`config.mk`:
```
export PLATFORM = sky130hd
export DESIGN_NAME = apb_master_seq
export DESIGN_NICKNAME = d
export VERILOG_FILES = /design/src/rtl/apb_master_seq_pkg.sv /design/src/rtl/apb_cmd_fifo.sv /design/src/rtl/apb_master_seq.sv
export SDC_FILE = /design/constraint.sdc
export NUM_CORES = 1
export LEC_CHECK = 0
export ABC_AREA = 1
export ABC_CLOCK_PERIOD_IN_PS = 14300
export BUFFER_PORTS_ARGS = -buffer_cell sky130_fd_sc_hd__buf_2
export CAP_MARGIN = 20
export CORE_MARGIN = 8
export CORE_UTILIZATION = 52
export DETAILED_ROUTE_END_ITERATION = 7
export GPL_ROUTABILITY_DRIVEN = 0
export GPL_TIMING_DRIVEN = 1
export PLACE_DENSITY = 0.74
export SLEW_MARGIN = 30
export SYNTH_ARGS = -nofsm -noshare
export SYNTH_HDL_FRONTEND = slang
export SYNTH_SLANG_ARGS = --single-unit
```
`constraint.sdc`:
```
create_clock -name clk_i -period 14.3 [get_ports clk_i]
set_clock_uncertainty 0.15 [all_clocks]
set_input_delay 0.715 -clock clk_i [delete_from_list [all_inputs] [get_ports clk_i]]
set_output_delay 0.715 -clock clk_i [all_outputs]
set_load 0.01 [all_outputs]
```
`src/rtl/apb_master_seq_pkg.sv`:
```
// Shared definitions for the APB requester: FSM encoding, strobe-width derivation
// and the matmul slave register offsets used by software and benches.
package apb_master_seq_pkg;

    typedef enum logic [1:0] {
        ST_IDLE   = 2'd0,
        ST_SETUP  = 2'd1,
        ST_ACCESS = 2'd2
    } state_e;

    localparam logic [4:0] REG_CONTROL   = 5'h00;
    localparam logic [4:0] REG_OPERAND_A = 5'h04;
    localparam logic [4:0] REG_OPERAND_B = 5'h08;
    localparam logic [4:0] REG_FLAGS     = 5'h0C;
    localparam logic [4:0] REG_SP        = 5'h10;

    // One strobe per matrix element carried on the bus.
    function automatic int strb_width(input int bus_w, input int data_w);
        return bus_w / data_w;
    endfunction

endpackage

```
`src/rtl/apb_cmd_fifo.sv`:
```
// Synchronous command FIFO with full/empty/count; DEPTH must be a power of two
// so the pointers wrap naturally.
module apb_cmd_fifo #(
    parameter int WIDTH = 8,
    parameter int DEPTH = 4
) (
    input  logic                     clk_i,
    input  logic                     rst_ni,
    input  logic                     push_i,
    input  logic [WIDTH-1:0]         data_i,
    input  logic                     pop_i,
    output logic [WIDTH-1:0]         data_o,
    output logic                     full_o,
    output logic                     empty_o,
    output logic [$clog2(DEPTH):0]   count_o
);
    localparam int PTR_W = $clog2(DEPTH);

    logic [WIDTH-1:0] mem_q [DEPTH];
    logic [PTR_W-1:0] wr_ptr_q, rd_ptr_q;
    logic [PTR_W:0]   count_q;
    logic             push_ok, pop_ok;

    assign full_o  = (count_q == (PTR_W+1)'(DEPTH));
    assign empty_o = (count_q == '0);
    assign count_o = count_q;
    assign data_o  = mem_q[rd_ptr_q];

    assign push_ok = push_i & ~full_o;
    assign pop_ok  = pop_i & ~empty_o;

    // NOTE: non-blocking assignments in clocked blocks so every register samples pre-edge values.
    always_ff @(posedge clk_i or negedge rst_ni) begin
        if (!rst_ni) begin
            wr_ptr_q <= '0;
            rd_ptr_q <= '0;
            count_q  <= '0;
        end else begin
            if (push_ok) wr_ptr_q <= wr_ptr_q + 1'b1;
            if (pop_ok)  rd_ptr_q <= rd_ptr_q + 1'b1;
            case ({push_ok, pop_ok})
                2'b10:   count_q <= count_q + 1'b1;
                2'b01:   count_q <= count_q - 1'b1;
                default: count_q <= count_q;
            endcase
        end
    end

    // NOTE: storage has no reset; entries are only read after being written, so clearing them costs logic for nothing.
    always_ff @(posedge clk_i) begin
        if (push_ok) mem_q[wr_ptr_q] <= data_i;
    end

endmodule

```
`src/rtl/apb_master_seq.sv`:
```
// APB requester: queues commands, runs SETUP/ACCESS with wait-state and timeout
// handling, and returns exactly one registered response per command.
module apb_master_seq
    import apb_master_seq_pkg::*;
#(
    parameter  int DATA_WIDTH = 32,
    parameter  int BUS_WIDTH  = 64,
    parameter  int ADDR_WIDTH = 32,
    parameter  int FIFO_DEPTH = 4,
    parameter  int TIMEOUT    = 16,
    localparam int STRB_WIDTH = strb_width(BUS_WIDTH, DATA_WIDTH)
) (
    input  logic                  clk_i,
    input  logic                  rst_ni,
    input  logic                  cmd_valid_i,
    output logic                  cmd_ready_o,
    input  logic                  cmd_write_i,
    input  logic [ADDR_WIDTH-1:0] cmd_addr_i,
    input  logic [BUS_WIDTH-1:0]  cmd_wdata_i,
    input  logic [STRB_WIDTH-1:0] cmd_strb_i,
    output logic                  rsp_valid_o,
    input  logic                  rsp_ready_i,
    output logic [BUS_WIDTH-1:0]  rsp_rdata_o,
    output logic                  rsp_err_o,
    output logic                  rsp_timeout_o,
    output logic                  psel_o,
    output logic                  penable_o,
    output logic                  pwrite_o,
    output logic [ADDR_WIDTH-1:0] paddr_o,
    output logic [BUS_WIDTH-1:0]  pwdata_o,
    output logic [STRB_WIDTH-1:0] pstrb_o,
    input  logic [BUS_WIDTH-1:0]  prdata_i,
    input  logic                  pready_i,
    input  logic                  pslverr_i
);
    localparam int CMD_W  = 1 + ADDR_WIDTH + BUS_WIDTH + STRB_WIDTH;
    localparam int CNT_W  = (TIMEOUT < 2) ? 1 : $clog2(TIMEOUT);
    localparam int FCNT_W = $clog2(FIFO_DEPTH) + 1;
    localparam logic [CNT_W-1:0] TO_LAST = CNT_W'((TIMEOUT == 0) ? 0 : TIMEOUT - 1);

    state_e state_q, state_d;

    logic [CMD_W-1:0]      fifo_rdata;
    logic                  fifo_full, fifo_empty, fifo_pop;
    logic [FCNT_W-1:0]     fifo_count;
    logic                  head_write;
    logic [ADDR_WIDTH-1:0] head_addr;
    logic [BUS_WIDTH-1:0]  head_wdata;
    logic [STRB_WIDTH-1:0] head_strb;

    logic                  psel_q, psel_d, penable_q, penable_d, pwrite_q, pwrite_d;
    logic [ADDR_WIDTH-1:0] paddr_q, paddr_d;
    logic [BUS_WIDTH-1:0]  pwdata_q, pwdata_d;
    logic [STRB_WIDTH-1:0] pstrb_q, pstrb_d;
    logic                  rsp_valid_q, rsp_valid_d, rsp_err_q, rsp_err_d;
    logic                  rsp_timeout_q, rsp_timeout_d;
    logic [BUS_WIDTH-1:0]  rsp_rdata_q, rsp_rdata_d;
    logic [CNT_W-1:0]      cnt_q, cnt_d;
    logic                  launch, timeout_hit, apb_clear;

    apb_cmd_fifo #(
        .WIDTH (CMD_W),
        .DEPTH (FIFO_DEPTH)
    ) u_fifo (
        .clk_i   (clk_i),
        .rst_ni  (rst_ni),
        .push_i  (cmd_valid_i),
        .data_i  ({cmd_write_i, cmd_addr_i, cmd_wdata_i, cmd_strb_i}),
        .pop_i   (fifo_pop),
        .data_o  (fifo_rdata),
        .full_o  (fifo_full),
        .empty_o (fifo_empty),
        .count_o (fifo_count)
    );

    assign {head_write, head_addr, head_wdata, head_strb} = fifo_rdata;
    assign cmd_ready_o = ~fifo_full;

    // Only launch when the response slot will be free by the time this transfer completes.
    assign launch      = ~fifo_empty & (~rsp_valid_q | rsp_ready_i);
    assign timeout_hit = (TIMEOUT != 0) && (cnt_q == TO_LAST) && !pready_i;

    always_ff @(posedge clk_i or negedge rst_ni) begin
        if (!rst_ni) state_q <= ST_IDLE;
        else         state_q <= state_d;
    end

    always_comb begin
        state_d = ST_IDLE;
        case (state_q)
            ST_IDLE:   state_d = launch ? ST_SETUP : ST_IDLE;
            ST_SETUP:  state_d = ST_ACCESS;
            ST_ACCESS: state_d = (pready_i || timeout_hit) ? ST_IDLE : ST_ACCESS;
            default:   state_d = ST_IDLE;
        endcase
    end

    // NOTE: every comb output gets a default first, so no path leaves a value unassigned and no latch is inferred.
    always_comb begin
        psel_d        = psel_q;
        penable_d     = penable_q;
        pwrite_d      = pwrite_q;
        paddr_d       = paddr_q;
        pwdata_d      = pwdata_q;
        pstrb_d       = pstrb_q;
        rsp_valid_d   = rsp_valid_q & ~rsp_ready_i;
        rsp_rdata_d   = rsp_rdata_q;
        rsp_err_d     = rsp_err_q;
        rsp_timeout_d = rsp_timeout_q;
        cnt_d         = cnt_q;
        fifo_pop      = 1'b0;
        apb_clear     = 1'b0;
        case (state_q)
            ST_IDLE: begin
                if (launch) begin
                    psel_d    = 1'b1;
                    penable_d = 1'b0;
                    pwrite_d  = head_write;
                    paddr_d   = head_addr;
                    pwdata_d  = head_write ? head_wdata : '0;
                    pstrb_d   = head_write ? head_strb  : '0;
                end
            end
            ST_SETUP: begin
                penable_d = 1'b1;
                cnt_d     = '0;
            end
            ST_ACCESS: begin
                if (pready_i) begin
                    fifo_pop      = 1'b1;
                    apb_clear     = 1'b1;
                    rsp_valid_d   = 1'b1;
                    rsp_rdata_d   = pwrite_q ? '0 : prdata_i;
                    rsp_err_d     = pslverr_i;
                    rsp_timeout_d = 1'b0;
                end else if (timeout_hit) begin
                    fifo_pop      = 1'b1;
                    apb_clear     = 1'b1;
                    rsp_valid_d   = 1'b1;
                    rsp_rdata_d   = '0;
                    rsp_err_d     = 1'b1;
                    rsp_timeout_d = 1'b1;
                end else begin
                    cnt_d = cnt_q + 1'b1;
                end
            end
            default: apb_clear = 1'b1;
        endcase
        if (apb_clear) begin
            psel_d    = 1'b0;
            penable_d = 1'b0;
            pwrite_d  = 1'b0;
            paddr_d   = '0;
            pwdata_d  = '0;
            pstrb_d   = '0;
        end
    end

    always_ff @(posedge clk_i or negedge rst_ni) begin
        if (!rst_ni) begin
            psel_q        <= 1'b0;
            penable_q     <= 1'b0;
            pwrite_q      <= 1'b0;
            paddr_q       <= '0;
            pwdata_q      <= '0;
            pstrb_q       <= '0;
            rsp_valid_q   <= 1'b0;
            rsp_rdata_q   <= '0;
            rsp_err_q     <= 1'b0;
            rsp_timeout_q <= 1'b0;
            cnt_q         <= '0;
        end else begin
            psel_q        <= psel_d;
            penable_q     <= penable_d;
            pwrite_q      <= pwrite_d;
            paddr_q       <= paddr_d;
            pwdata_q      <= pwdata_d;
            pstrb_q       <= pstrb_d;
            rsp_valid_q   <= rsp_valid_d;
            rsp_rdata_q   <= rsp_rdata_d;
            rsp_err_q     <= rsp_err_d;
            rsp_timeout_q <= rsp_timeout_d;
            cnt_q         <= cnt_d;
        end
    end

    assign psel_o        = psel_q;
    assign penable_o     = penable_q;
    assign pwrite_o      = pwrite_q;
    assign paddr_o       = paddr_q;
    assign pwdata_o      = pwdata_q;
    assign pstrb_o       = pstrb_q;
    assign rsp_valid_o   = rsp_valid_q;
    assign rsp_rdata_o   = rsp_rdata_q;
    assign rsp_err_o     = rsp_err_q;
    assign rsp_timeout_o = rsp_timeout_q;

    a_fifo_count: assert property (@(posedge clk_i) disable iff (!rst_ni)
        (fifo_count <= FCNT_W'(FIFO_DEPTH)) && (fifo_full == (fifo_count == FCNT_W'(FIFO_DEPTH))));

endmodule

```
* Yosys cells after proc, flatten, opt, wreduce, memory -nomap -nowiden
Memory sizes are Yosys's and may differ from the RTL's.
Index checks and enable logic that the tools add are counted.
** Word-level totals
- Register bits :: 181
- Output and inout port bits :: 169
- Bits of input ports :: 169
- Word-level logic and storage cells :: 97
- Memories kept :: 1
- Memory bits (writable) :: 396
** Operators by class
- Equality and inequality tests :: 9
- Reductions and logical operators :: 16
- Bitwise logic cells :: 9
- Mux-type cells :: 42
- Add/subtract/negate cells :: 5
** Memories
- u_fifo.mem_q :: words 4, bits a word 99, read ports 1, clocked after Yosys merged registers in 0, write ports 1, line apb_cmd_fifo.sv:19 : logic [WIDTH-1:0] mem_q [DEPTH];
** Operators by type and width (count)
- 64-bit two-way mux :: 7
- 32-bit two-way mux :: 3
- 1-bit two-way mux :: 20
- 2-bit two-way mux :: 5
- 2-bit nonzero test :: 5
- 4-bit two-way mux :: 2
- 4-bit one-hot mux with 2 select lines :: 1
- 2-bit one-hot mux with 3 select lines :: 1
- 3-bit one-hot mux with 2 select lines :: 1
- 2-bit AND reduction :: 3
- 2-bit by 1-bit adder with 2-bit output, second input constant :: 2
- 4-bit by 1-bit adder with 4-bit output, second input constant :: 1
- 1-bit AND :: 4
- 2-bit by 1-bit equality test with 1-bit output, second input constant :: 2
- 2-bit equality test, second input constant :: 2
- 4-bit equality test, second input constant :: 1
- 2-bit inequality test, second input constant :: 2
- 1-bit inverter :: 4
- 1-bit one-hot mux with 2 select lines :: 2
- 3-bit by 1-bit adder with 3-bit output, second input constant :: 1
- 3-bit equality test, second input constant :: 1
- 3-bit zero test :: 1
- 3-bit inequality test, second input constant :: 1
- 3-bit AND reduction :: 1
- other kinds (8) :: 8

* Longest topological paths before layout
Gate-level depths: netlist (run 1).
- Depth in word-level cells :: 8
- Mapped depth :: 11
- Gate-level depth less buffers :: 11

* Cells and area by module
From an unflattened synthesis (run 1), not the netlist that was laid out.
** Second synthesis, totals
- Cells, all modules :: 2002
- Area, all modules :: 23706.5 µm²
** By module, submodules not included
- apb_cmd_fifo :: area an instance 16569.6 µm², cells each 1215, sequential area each 12066.6 µm², times used 1
- apb_master_seq :: area an instance 7136.8 µm², cells each 787, sequential area each 4354.2 µm², times used 1

* Least setup slack after synthesis (run 1)
No wires, ideal clock.
- Path kind :: input-to-reg
- Start point :: input port cmd_valid_i
- End point :: memory u_fifo.mem_q[0][0] (netlist bit) (enable)
- Slack :: 8.571 ns
- Stages :: 2
- Required time :: 13.592 ns
- Arrival time :: 5.020 ns
- Setup time :: 0.558 ns
- Buffers on the path :: 0
- Path through :: nand2_1 > nor2_1
** On the way
- Cells in the longest elaborated chain, start to end :: 3
** RTL lines
- start: declaration :: line apb_master_seq.sv:15 : input logic cmd_valid_i,
- 1-bit AND :: line apb_cmd_fifo.sv:29 : assign push_ok = push_i & ~full_o;
- 1-bit two-way mux :: line apb_cmd_fifo.sv:51 : if (push_ok) mem_q[wr_ptr_q] <= data_i;
- 1-bit two-way mux (not written as such) :: line apb_cmd_fifo.sv:51
- end: declaration :: line apb_cmd_fifo.sv:19
Every way passes these cells.

* Worst setup path after layout (run 1)
- Start point :: register u_fifo.count_q[0] (netlist: u_fifo.count_o[0])
- End point :: memory u_fifo.mem_q[1][81] (netlist bit) (enable)
** On the way
- Cells in the longest elaborated chain, start to end :: 5
** RTL lines
- start: declaration :: line apb_cmd_fifo.sv:21 : logic [PTR_W:0] count_q;
- start signal: assignment :: line apb_cmd_fifo.sv:42 : 2'b10: count_q <= count_q + 1'b1;
- start signal: assignment :: line apb_cmd_fifo.sv:43 : 2'b01: count_q <= count_q - 1'b1;
- start signal: assignment :: line apb_cmd_fifo.sv:44 : default: count_q <= count_q;
- 3-bit equality test :: line apb_cmd_fifo.sv:24 : assign full_o = (count_q == (PTR_W+1)'(DEPTH));
- 1-bit inverter :: line apb_cmd_fifo.sv:29
- 1-bit AND :: line apb_cmd_fifo.sv:29
- 1-bit two-way mux :: line apb_cmd_fifo.sv:51
- 1-bit two-way mux (not written as such) :: line apb_cmd_fifo.sv:51
Every way passes these cells.

==> results of run 1 <==
-- what timing repair did --
action / CTS / global route
setup buffers: 0 / 0
hold buffers: 1 / 0
gates resized for setup: 0 / 0
hold endpoints to repair: 66 / 0
-- metrics by stage --
step | std cells | area (µm²) | total power [W]
after floorplan | 2240 | 23600 | 0.00370
after global placement | 3078 | 25600 | 0.00427
after detailed placement | 3080 | 25700 | 0.00435
after CTS | 3188 | 27600 | 0.00584
after global routing | 3194 | 27600 | 0.00614
final | 3197 | 27600 | 0.00578
-- cell type report --
| type | count | area share, % |
|---|---|---|
| repair buffers | 358 | 6.85 |
| clock inverters | 37 | 1.03 |
| diodes | 9 | 0.0816 |
| inverters | 386 | 5.29 |
| flip-flops and latches | 577 | 59.5 |
| multi-input cells | 1160 | 18.8 |
| well taps | 600 | 2.72 |
| clock buffers | 70 | 5.76 |
-- sequential cells by signal (all words and copies together) (netlist names) --
| name | count |
|---|---|
| u_fifo.mem_q | 396 |
| pwdata_o | 64 |
| rsp_rdata_o | 64 |
| paddr_o | 32 |
| cnt_q | 4 |
| u_fifo.count_o | 3 |
| pstrb_o | 2 |
| state_q | 2 |
| u_fifo.rd_ptr_q | 2 |
| u_fifo.wr_ptr_q | 2 |
| penable_o | 1 |
| psel_o | 1 |
| pwrite_o | 1 |
| rsp_err_o | 1 |
| rsp_timeout_o | 1 |
| rsp_valid_o | 1 |
-- cell usage in the layout, fill, tap and decap left out, types with 6 or more instances in the layout --
cell type / n
buf_4: 15
clkbuf_16: 60
inv_1: 382
dfrtp_1: 179
o21ai_1: 17
diode_2: 9
o21ai_0: 83
nor2_1: 69
clkinv_2: 15
ha_1: 6
nand2_1: 623
o211ai_1: 32
edfxtp_1: 396
clkbuf_8: 6
buf_2: 336
nand3_1: 308
clkinv_1: 8
-- cells by family (layout without fill, tap and decap cells) --
logic type | after synthesis | in the layout | share of synthesized area, %
AOI/OAI and AO/OA | 134 | 134 | 3.18
xor gates and xnor gates | 5 | 5 | 0.186
adders and majority gates | 7 | 7 | 0.403
buffers and inverters | 503 | 851 | 8.65
DFF | 577 | 577 | 69.7
muxes | 1 | 1 | 0.0425
other | 0 | 9 | 0
and+or+nand+nor | 1013 | 1013 | 17.9
-- critical path: stages (launching register included) --
cell and delay, ps:
dfrtp_1 360, inv_1 90, nand3_1 100, nand2_1 320
nor2_4 840, buf_4 550, buf_4 650
-- metal layers --
layer  up-vias  track usage [%]  part of all wire (%)
li1       7812                -                     -
met1      7985             26.9                    40
met2       583             36.9                    49
met3       120             6.35                   7.7
met4        24             8.03                   2.9
met5         -                0                  0.24
-- power groups by stage --
stage | sequential [W] | combinational (W) | clock [W]
2_1_floorplan | 0.00252 | 0.00118 | 0
3_3_place_gp | 0.00245 | 0.00182 | 0
3_5_place_dp | 0.00247 | 0.00189 | 0
4_1_cts | 0.00243 | 0.00190 | 0.00151
5_1_grt | 0.00247 | 0.00210 | 0.00157
6_report | 0.00243 | 0.00187 | 0.00148
-- how the worst max path moves through the flow --
stage	end	slack (ps)	startpoint
after detailed placement	u_fifo.mem_q[1][81]	10420	cmd_valid_i
after CTS	u_fifo.mem_q[1][70]	10710	u_fifo.count_o[0]
after global routing	u_fifo.mem_q[1][93]	10580	u_fifo.count_o[0]
after floorplan	u_fifo.mem_q[0][0]	8570	cmd_valid_i
after global placement	u_fifo.mem_q[1][81]	10480	cmd_valid_i
final	u_fifo.mem_q[1][81]	10810	u_fifo.count_o[0]
==> run summary, run 1 <==
Leading area contributor after synthesis -> edfxtp_1
Via-per-instance ratio -> 5.17
Die height -> 229 µm
Hold path cells -> 1
Post-synth EDFFs -> 396
Seq cells post-synth -> 577
Max-slew violations -> 0
CTS tree -> built
Worst-path clk slew -> 60 ps
Vias in the first global route -> 16941
Hold Startpoint -> cmd_wdata_i[41]
CTS root buf -> clkbuf_16
Final WS setup -> 10810 ps
Ys Warns -> 0
Setup TNS -> 0 ps
Cell count of the worst reg-to-reg path -> 6
Slew margin rel. -> 35.0%
Final Hold Viols -> 0
Mapped Area -> 23600 µm²
Global-route wire length before repair -> 92500 µm
Int Power -> 0.00364 W
DRC viols -> 0
Fin crit period -> 3490 ps
Achievable Freq -> 0.286 GHz
Multi-input gate area -> 5180 µm²
Final WL -> 59000 µm
Initial DRC Count -> 1255
Clock share of power -> 25.6%
Worst-Margin Slew -> 975 ps
Worst hold slack -> 167 ps
# setup viols final -> 0
DR vias -> 16524
P_sw -> 0.00214 W
Primary flip-flop cell chosen by synthesis mapping -> edfxtp_1
Share of the yosys chip area belonging to registers -> 69.7%
H-tree levels -> 2
Grt total ovfl -> 0
CTS Sinks -> 577
Area Overhead vs Synth -> 17.1%
Avg Cell Area, Syn -> 10.5 µm²
Most frequent cell after synthesis -> nand2_1
Reg-to-reg endpoint -> u_fifo.mem_q[1][81]
Setup WS pre-CTS -> 10420 ps
Top post-synthesis cells by area -> edfxtp_1 (50%), dfrtp_1 (19%), nand2_1 (10%)
Worst Setup Path Type -> reg2reg
Largest net degree at the start of global routing -> 101
Wire length per cell -> 18.4 µm
Yosys top cell area share -> 50.4%
Initial Util -> 52.3%
Die Width -> 229 µm
Hold endpoint -> u_fifo.mem_q[0][43]
Clock latency on the worst-skew pair -> 610 ps
Gate count after technology mapping -> 2240
ANT nets after route -> 0
Syn Nets -> 2416
Sequential power share -> 42.1%
Synth top cells by count -> nand2_1 (625), edfxtp_1 (396), inv_1 (382)
Critical path fanouts, max -> 43
Cell row count -> 78
Initial antenna violation count -> 21
DR pass1 iterations -> 6
Final period utilization -> 24.4%
Layout cells sized above 1 -> 18.1%
Netlist cell types -> 27
RSZ-0062 raised after global routing -> false
Clk buf depth -> 3
Critical Path RT -> 14390 ps
Async set-reset flop share out of synthesis -> 31.4%
FILL cells -> 3561
Core area -> 45100 µm²
DP HPWL -> 35200 µm
Max-cap viol count -> 0
Leakage -> 13.3 nW
CP endpoint kind -> flop
Sequential Area -> 16400 µm²
Ports -> 338
Die Area -> 52400 µm²
Comb power frac -> 32.3%
Final core utilization -> 61.2%
Layout Nets -> 2716
PD cells -> 209 nW/µm²
Cts bufs inserted -> 57
IO buf count -> 337
VDD IR max -> 0.118 mV
Critical path startpoint category -> flop
Reg2reg start -> u_fifo.count_o[0]
Critical Path AT -> 3580 ps
R2R Setup Slk -> 10810 ps
Worst hold path type -> in2reg
Outcome -> finished clean
Switching Share -> 37.1%
GRT Total Usage -> 22.0%
No activity file was read; power rests on OpenSTA's default activity.
==> run 2: changes to the inputs <==
--- a/config.mk
+++ b/config.mk
@@ -6,7 +6,7 @@
 export NUM_CORES = 1
 export LEC_CHECK = 0
 export ABC_AREA = 1
-export ABC_CLOCK_PERIOD_IN_PS = 14300
+export ABC_CLOCK_PERIOD_IN_PS = 3300
 export BUFFER_PORTS_ARGS = -buffer_cell sky130_fd_sc_hd__buf_2
 export CAP_MARGIN = 20
 export CORE_MARGIN = 8
==> constraint.sdc (replaced) <==
create_clock -name clk_i -period 3.3 [get_ports clk_i]
set_clock_uncertainty 0.15 [all_clocks]
set_input_delay 0.165 -clock clk_i [delete_from_list [all_inputs] [get_ports clk_i]]
set_output_delay 0.165 -clock clk_i [all_outputs]
set_load 0.01 [all_outputs]
==> run 2 against run 1 <==
Compared with the run above:
- global-route usage up 0.86 points
- core utilization up 4.1 points
- routed wire length grew 4.1%
- highest routed layer unchanged
==> run summary, run 2 (synthesis gave the netlist of run 1 again) <==
Cell row count -> 78 (unchanged)
Setup WS pre-CTS -> 815 ps (-9600 ps)
Cts bufs inserted -> 56 (-1.8%)
RSZ-0062 raised after global routing -> false
Leakage -> 14.0 nW (+5.5%)
DRC viols -> 0 (unchanged)
Largest Register -> u_fifo.mem_q
DR vias -> 17282 (+4.6%)
Worst-path clk slew -> 60 ps (about the same)
Placed Area -> 25800 µm² (+0.60%)
Critical Path RT -> 3660 ps (-10730 ps)
CP top delay family -> simple AND/OR/NAND/NOR gates
GRT Total Usage -> 22.8% (+0.86 points)
# setup viols final -> 0 (unchanged)
Die Width -> 229 µm (unchanged)
CTS Sinks -> 577 (unchanged)
Met3 usage -> 4.47% (-1.9 points)
Busiest grt layer -> met2
Max-cap viol count -> 0 (unchanged)
Final core utilization -> 65.3% (+4.1 points)
Core area -> 45100 µm² (unchanged)
Die height -> 229 µm (unchanged)
CP endpoint kind -> flop
Final WS setup -> 800 ps (-10010 ps)
CP max-delay cell -> dfrtp_1
Layout Nets -> 2887 (+6.3%)
Vias in the first global route -> 17613 (+4.0%)
ANT nets after route -> 0 (unchanged)
Final Cell Area -> 29400 µm² (+6.7%)
VDD IR max -> 0.818 mV (+590%)
Max FFs per register -> 396 (unchanged)
Buffers plus inverters on the worst setup path -> 2 (-1)
Int Power -> 0.0161 W (+340%)
DR pass1 iterations -> 5 (-1)
GR Util met2 -> 39.9% (+3.0 points)
Leading cell types in the layout, fill and taps excluded -> nand2_1 (623), edfxtp_1 (396), inv_1 (382)
H-tree levels -> 2 (unchanged)
Largest stage delay on the critical path -> 410 ps (-430 ps)
Worst Setup Path Type -> reg2reg
Slew margin rel. -> 38.3% (+3.3 points)
Clock share of power -> 25.0% (-0.6 points)
Worst path cell trace -> ha_1 -> nand3_1 -> nand2_1 -> nand3_1 -> inv_1 -> ha_1 -> inv_1 -> fa_1 -> or2_2 -> nand2_1 -> xor2_1
Ports -> 338 (unchanged)
Outcome -> finished clean
Global-route wire length before repair -> 96100 µm (+3.9%)
DP HPWL -> 34100 µm (-3.0%)
Resized cells post-CTS -> 0 (unchanged)
CTS tree -> built
Final Hold Viols -> 0 (unchanged)
Worst hold slack -> 82.8 ps (-84.0 ps)
Switching Share -> 36.7% (-0.36 points)
Worst-Margin Slew -> 925 ps (-50.1 ps)
Final WL -> 61400 µm (+4.1%)
Initial DRC Count -> 1481 (+18%)
Max-slew violations -> 0 (unchanged)
Clock latency on the worst-skew pair -> 600 ps (about the same)
P_sw -> 0.00933 W (+340%)
Fin crit period -> 2500 ps (-991 ps)
Critical path fanouts, max -> 4 (-91%)
PD cells -> 863 nW/µm² (+310%)
Initial antenna violation count -> 8 (-62%)
Most common cell after layout, fill and taps aside -> nand2_1
Clk buf depth -> 3 (unchanged)
Final period utilization -> 75.8% (+51 points)
Die Area -> 52400 µm² (unchanged)
IO buf count -> 337 (unchanged)
Grt total ovfl -> 0 (unchanged)
Initial Util -> 52.3% (unchanged)
Largest net degree at the start of global routing -> 144 (+43%)
Area Overhead vs Synth -> 24.9%
Sequential power share -> 41.2% (-0.9 points)
CTS root buf -> clkbuf_16
Wire length per cell -> 18.2 µm (-1.2%)
Total Power -> 0.0254 W (+340%)
Worst hold path type -> in2reg
Layout cells sized above 1 -> 16.7% (-1.4 points)
Achievable Freq -> 0.400 GHz (+40%)
Critical path startpoint category -> flop
Comb power frac -> 33.8% (+1.5 points)
M1 GR Usage -> 27.9% (+1.0 points)
Critical Path AT -> 2860 ps (-720 ps)
Via-per-instance ratio -> 5.13 (-0.66%)
run 2: cell count changes in the layout (fill, tap and decap cells not counted), moves of 3 or more:
cell / change
clkinv_2: -11
buf_6: -3
buf_12: +12
clkbuf_8: +8
buf_4: -5
clkbuf_1: +12
dlygate4sd3_1: +168
clkinv_4: -3
run 2: power by group through the flow:
| stage | registers, W | clock network, W | logic [W] |
|---|---|---|---|
| floorplan | 0.0108 | 0 | 0.00512 |
| global placement | 0.0105 | 0 | 0.00815 |
| detailed placement | 0.0106 | 0 | 0.00843 |
| CTS | 0.0105 | 0.00646 | 0.00863 |
| global route | 0.0106 | 0.00673 | 0.00958 |
| finish | 0.0105 | 0.00636 | 0.00859 |
run 2: worst register-to-register path, cell delays in order, from the launching register on:
cell and delay (ps):
dfrtp_1 410, ha_1 200, nand3_1 140, nand2_1 140, nand3_1 140, inv_1 120, ha_1 150, inv_1 70
fa_1 370, or2_2 300, nand2_1 80, xor2_1 150
run 2: worst paths after layout:
path / end / slack [ps] / cells after the start / from
max: u_fifo.count_o[2] / 800 / 11 / cnt_q[0]
min: u_fifo.wr_ptr_q[1] / 80 / 4 / cmd_valid_i
max reg2reg: u_fifo.count_o[2] / 800 / 11 / cnt_q[0]
min reg2reg: rsp_rdata_o[22] / 330 / 2 / rsp_rdata_o[22]
max in group asynchronous: paddr_o[10] / 1680 / 4 / rst_ni
min in group asynchronous: pwdata_o[22] / 610 / 4 / rst_ni
run 2: per-stage QoR:
stage	setup TNS [ps]	cells
global placement	0	3083
floorplan	-266300	2240
CTS	0	3359
detailed placement	0	3083
finish	0	3366
global route	0	3366
run 2: layout make-up:
cell class | count | area [µm²]
Sequential cell | 577 | 16400
Fill cell | 3234 | 15600
Multi-Input combinational cell | 1160 | 5190
Timing Repair Buffer | 530 | 3740
Clock buffer | 88 | 1690
Inverter | 386 | 1460
Tap cell | 600 | 751
Clock inverter | 18 | 169
Antenna cell | 7 | 17.5
run 2: layer usage:
layer,vias to the layer above,share of wire [%]
met5,-,0.021
met4,2,2.7
met3,112,7.3
met2,688,50
met1,8331,40
li1,8149,-
run 2: timing repair:
item | 4_1_cts | 5_1_grt
hold buffers | 170 | 0
endpoints found under the hold margin | 647 | 0
buffers inserted | 0 | 0
==> run 3: changes to the inputs <==
--- a/config.mk
+++ b/config.mk
@@ -6,7 +6,7 @@
 export NUM_CORES = 1
 export LEC_CHECK = 0
 export ABC_AREA = 1
-export ABC_CLOCK_PERIOD_IN_PS = 3300
+export ABC_CLOCK_PERIOD_IN_PS = 2600
 export BUFFER_PORTS_ARGS = -buffer_cell sky130_fd_sc_hd__buf_2
 export CAP_MARGIN = 20
 export CORE_MARGIN = 8
==> constraint.sdc (replaced) <==
create_clock -name clk_i -period 2.6 [get_ports clk_i]
set_clock_uncertainty 0.15 [all_clocks]
set_input_delay 0.13 -clock clk_i [delete_from_list [all_inputs] [get_ports clk_i]]
set_output_delay 0.13 -clock clk_i [all_outputs]
set_load 0.01 [all_outputs]
==> run 3 against run 2 <==
Compared with the run above:
- sequential share of layout area shrank 0.61 points
- die area is the same
- first-iteration DRC count decreased by 16%
- cell count up 0.30%
- design area grew 1.1%
- hold slack improved by 69 ps
- global-route usage is 0.080 points lower
- critical path type unchanged
- largest cell class unchanged
- largest power group unchanged
- highest routed layer unchanged
==> run summary, run 3 (synthesis gave the netlist of run 1 again) <==
Outcome -> finished clean
Critical Path Source -> cnt_q[0]
Final WL -> 61300 µm (-0.11%)
Worst-path clk slew -> 60 ps (about the same)
Wire length per cell -> 18.2 µm (-0.41%)
Max FFs per register -> 396 (unchanged)
DR pass1 iterations -> 7 (+2)
Worst path cell trace -> ha_1 -> nand3_1 -> nand2_1 -> nand3_2 -> inv_1 -> ha_1 -> inv_1 -> fa_1 -> or2_2 -> nand2_1 -> xor2_1
Comb power frac -> 33.8% (about the same)
Int Power -> 0.0211 W (+31%)
Final core utilization -> 66.0% (+0.73 points)
Layout Nets -> 2900 (+0.45%)
Final Hold Viols -> 0 (unchanged)
Setup TNS -> 0 ps (unchanged)
Worst-Margin Slew -> 648 ps (-277 ps)
R2R Setup Slk -> 200 ps (-600 ps)
Grt total ovfl -> 0 (unchanged)
CP max-delay cell -> fa_1
Vias in the first global route -> 17961 (+2.0%)
Buffers plus inverters on the worst setup path -> 2 (unchanged)
P_sw -> 0.0119 W (+28%)
Largest Register -> u_fifo.mem_q
Worst hold path type -> in2reg
Clock latency on the worst-skew pair -> 580 ps (-20 ps)
Clock share of power -> 25.9% (+0.9 points)
Cell count of the worst reg-to-reg path -> 11 (unchanged)
# setup viols final -> 0 (unchanged)
Stages on the worst setup path -> 11 (unchanged)
Core area -> 45100 µm² (unchanged)
Clk buf depth -> 3 (unchanged)
CTS Sinks -> 577 (unchanged)
Initial DRC Count -> 1250 (-16%)
Leading cell types in the layout, fill and taps excluded -> nand2_1 (622), edfxtp_1 (396), inv_1 (379)
CP endpoint -> u_fifo.count_o[2]
Initial antenna violation count -> 6 (-2)
GRT Total Usage -> 22.8% (-0.080 points)
Leakage -> 14.2 nW (+1.1%)
PD cells -> 1110 nW/µm² (+29%)
Critical path startpoint category -> flop
Ports -> 338 (unchanged)
Die height -> 229 µm (unchanged)
Max-slew violations -> 0 (unchanged)
DP HPWL -> 34300 µm (+0.54%)
Initial Util -> 52.3% (unchanged)
CP endpoint kind -> flop
CTS tree -> built
Achievable Freq -> 0.417 GHz (+4.3%)
CP top delay family -> simple AND/OR/NAND/NOR gates
Fin crit period -> 2400 ps (-103 ps)
Worst hold slack -> 152 ps (+69.5 ps)
VDD IR max -> 1.11 mV (+36%)
Most common cell after layout, fill and taps aside -> nand2_1
Largest net degree at the start of global routing -> 123 (-15%)
CTS root buf -> clkbuf_16
Final period utilization -> 92.2% (+16 points)
Area Overhead vs Synth -> 26.3%
FILL cells -> 3183 (-1.6%)
Reg-to-reg endpoint -> u_fifo.count_o[2]
DR vias -> 17548 (+1.5%)
Via-per-instance ratio -> 5.20 (+1.2%)
Layout cells sized above 1 -> 17.6% (+0.94 points)
Inst Count DP -> 3093 (+0.32%)
Slew margin rel. -> 56.8% (+18 points)
Die Width -> 229 µm (unchanged)
Largest stage delay on the critical path -> 390 ps (-20 ps)
RSZ-0062 raised after global routing -> false
ANT nets after route -> 0 (unchanged)
Global-route wire length before repair -> 96400 µm (+0.30%)
Sequential power share -> 40.2% (-1.0 points)
Max-cap viol count -> 0 (unchanged)
IO buf count -> 337 (unchanged)
Critical Path RT -> 2950 ps (-710 ps)
Switching Share -> 36.1% (-0.55 points)
Critical path fanouts, max -> 4 (unchanged)
H-tree levels -> 2 (unchanged)
DRC viols -> 0 (unchanged)
Critical Path AT -> 2750 ps (-110 ps)
Die Area -> 52400 µm² (unchanged)
Worst Setup Path Type -> reg2reg
Cts bufs inserted -> 57 (+1.8%)
Cell row count -> 78 (unchanged)
Post-route insts no fill -> 3376 (+0.30%)
Reg2reg start -> cnt_q[0]
run 3: changes by cell type in the layout (fill, tap and decap cells not counted), moves of 3 or more:
cell | previous run | this run
clkinv_2 | 4 | 14
bufinv_16 | 3 | 10
clkbuf_1 | 17 | 11
inv_1 | 382 | 379
clkbuf_8 | 14 | 7
inv_2 | 1 | 4
clkinv_1 | 7 | 2
buf_12 | 14 | 22
buf_4 | 10 | 13
clkinv_4 | 0 | 3
run 3: how the worst min path moves through the flow:
| stage | from | slack, ps | end | cells past startpoint |
|---|---|---|---|---|
| global route | cmd_wdata_i[42] | 130 | u_fifo.mem_q[2][44] | 2 |
| global placement | rst_ni | -20 | rsp_rdata_o[22] | 1 |
| floorplan | rst_ni | -320 | cnt_q[0] | 0 |
| CTS | cmd_wdata_i[53] | 100 | u_fifo.mem_q[2][55] | 2 |
| detailed placement | rst_ni | -20 | rsp_rdata_o[22] | 1 |
| finish | cmd_addr_i[7] | 150 | u_fifo.mem_q[3][73] | 2 |
run 3: power by group through the flow:
stage                     logic (W)  registers, W  clock network [W]
after CTS                    0.0111        0.0133            0.00871
after global placement       0.0105        0.0133                  0
after detailed placement     0.0108        0.0134                  0
final                        0.0112        0.0133            0.00857
after global routing         0.0124        0.0135            0.00906
after floorplan             0.00656        0.0137                  0
run 3: routing by layer:
| layer | track usage [%] | wire length, µm |
|---|---|---|
| met5 | 0 | 13 |
| met4 | 9.66 | 2130 |
| met3 | 4.62 | 4460 |
| met2 | 39.3 | 30800 |
| met1 | 27.6 | 23900 |
run 3: final cells by class:
cell class,instances,area (µm²),area share [%]
multi-input cells,1160,5200,17.5
inverters,386,1460,4.89
flip-flops and latches,577,16400,55.2
repair buffers,542,3950,13.3
diodes,6,15.0,0.0504
clock inverters,31,423,1.42
clock buffers,74,1550,5.21
well taps,600,751,2.52
run 3: per-stage QoR:
stage | area, µm² | worst slack, ps | total power (W)
2_1_floorplan | 23600 | -94.7 | 0.0203
3_3_place_gp | 26000 | 226 | 0.0239
3_5_place_dp | 26000 | 125 | 0.0243
4_1_cts | 29700 | 115 | 0.0331
5_1_grt | 29800 | 13.6 | 0.0349
6_report | 29800 | 203 | 0.0331
run 3: repair_timing:
action                                 CTS  global route
hold buffers                           170             0
setup endpoints to repair                0             1
resized for setup                        0             1
endpoints found under the hold margin  653             0
setup buffers                            0             2
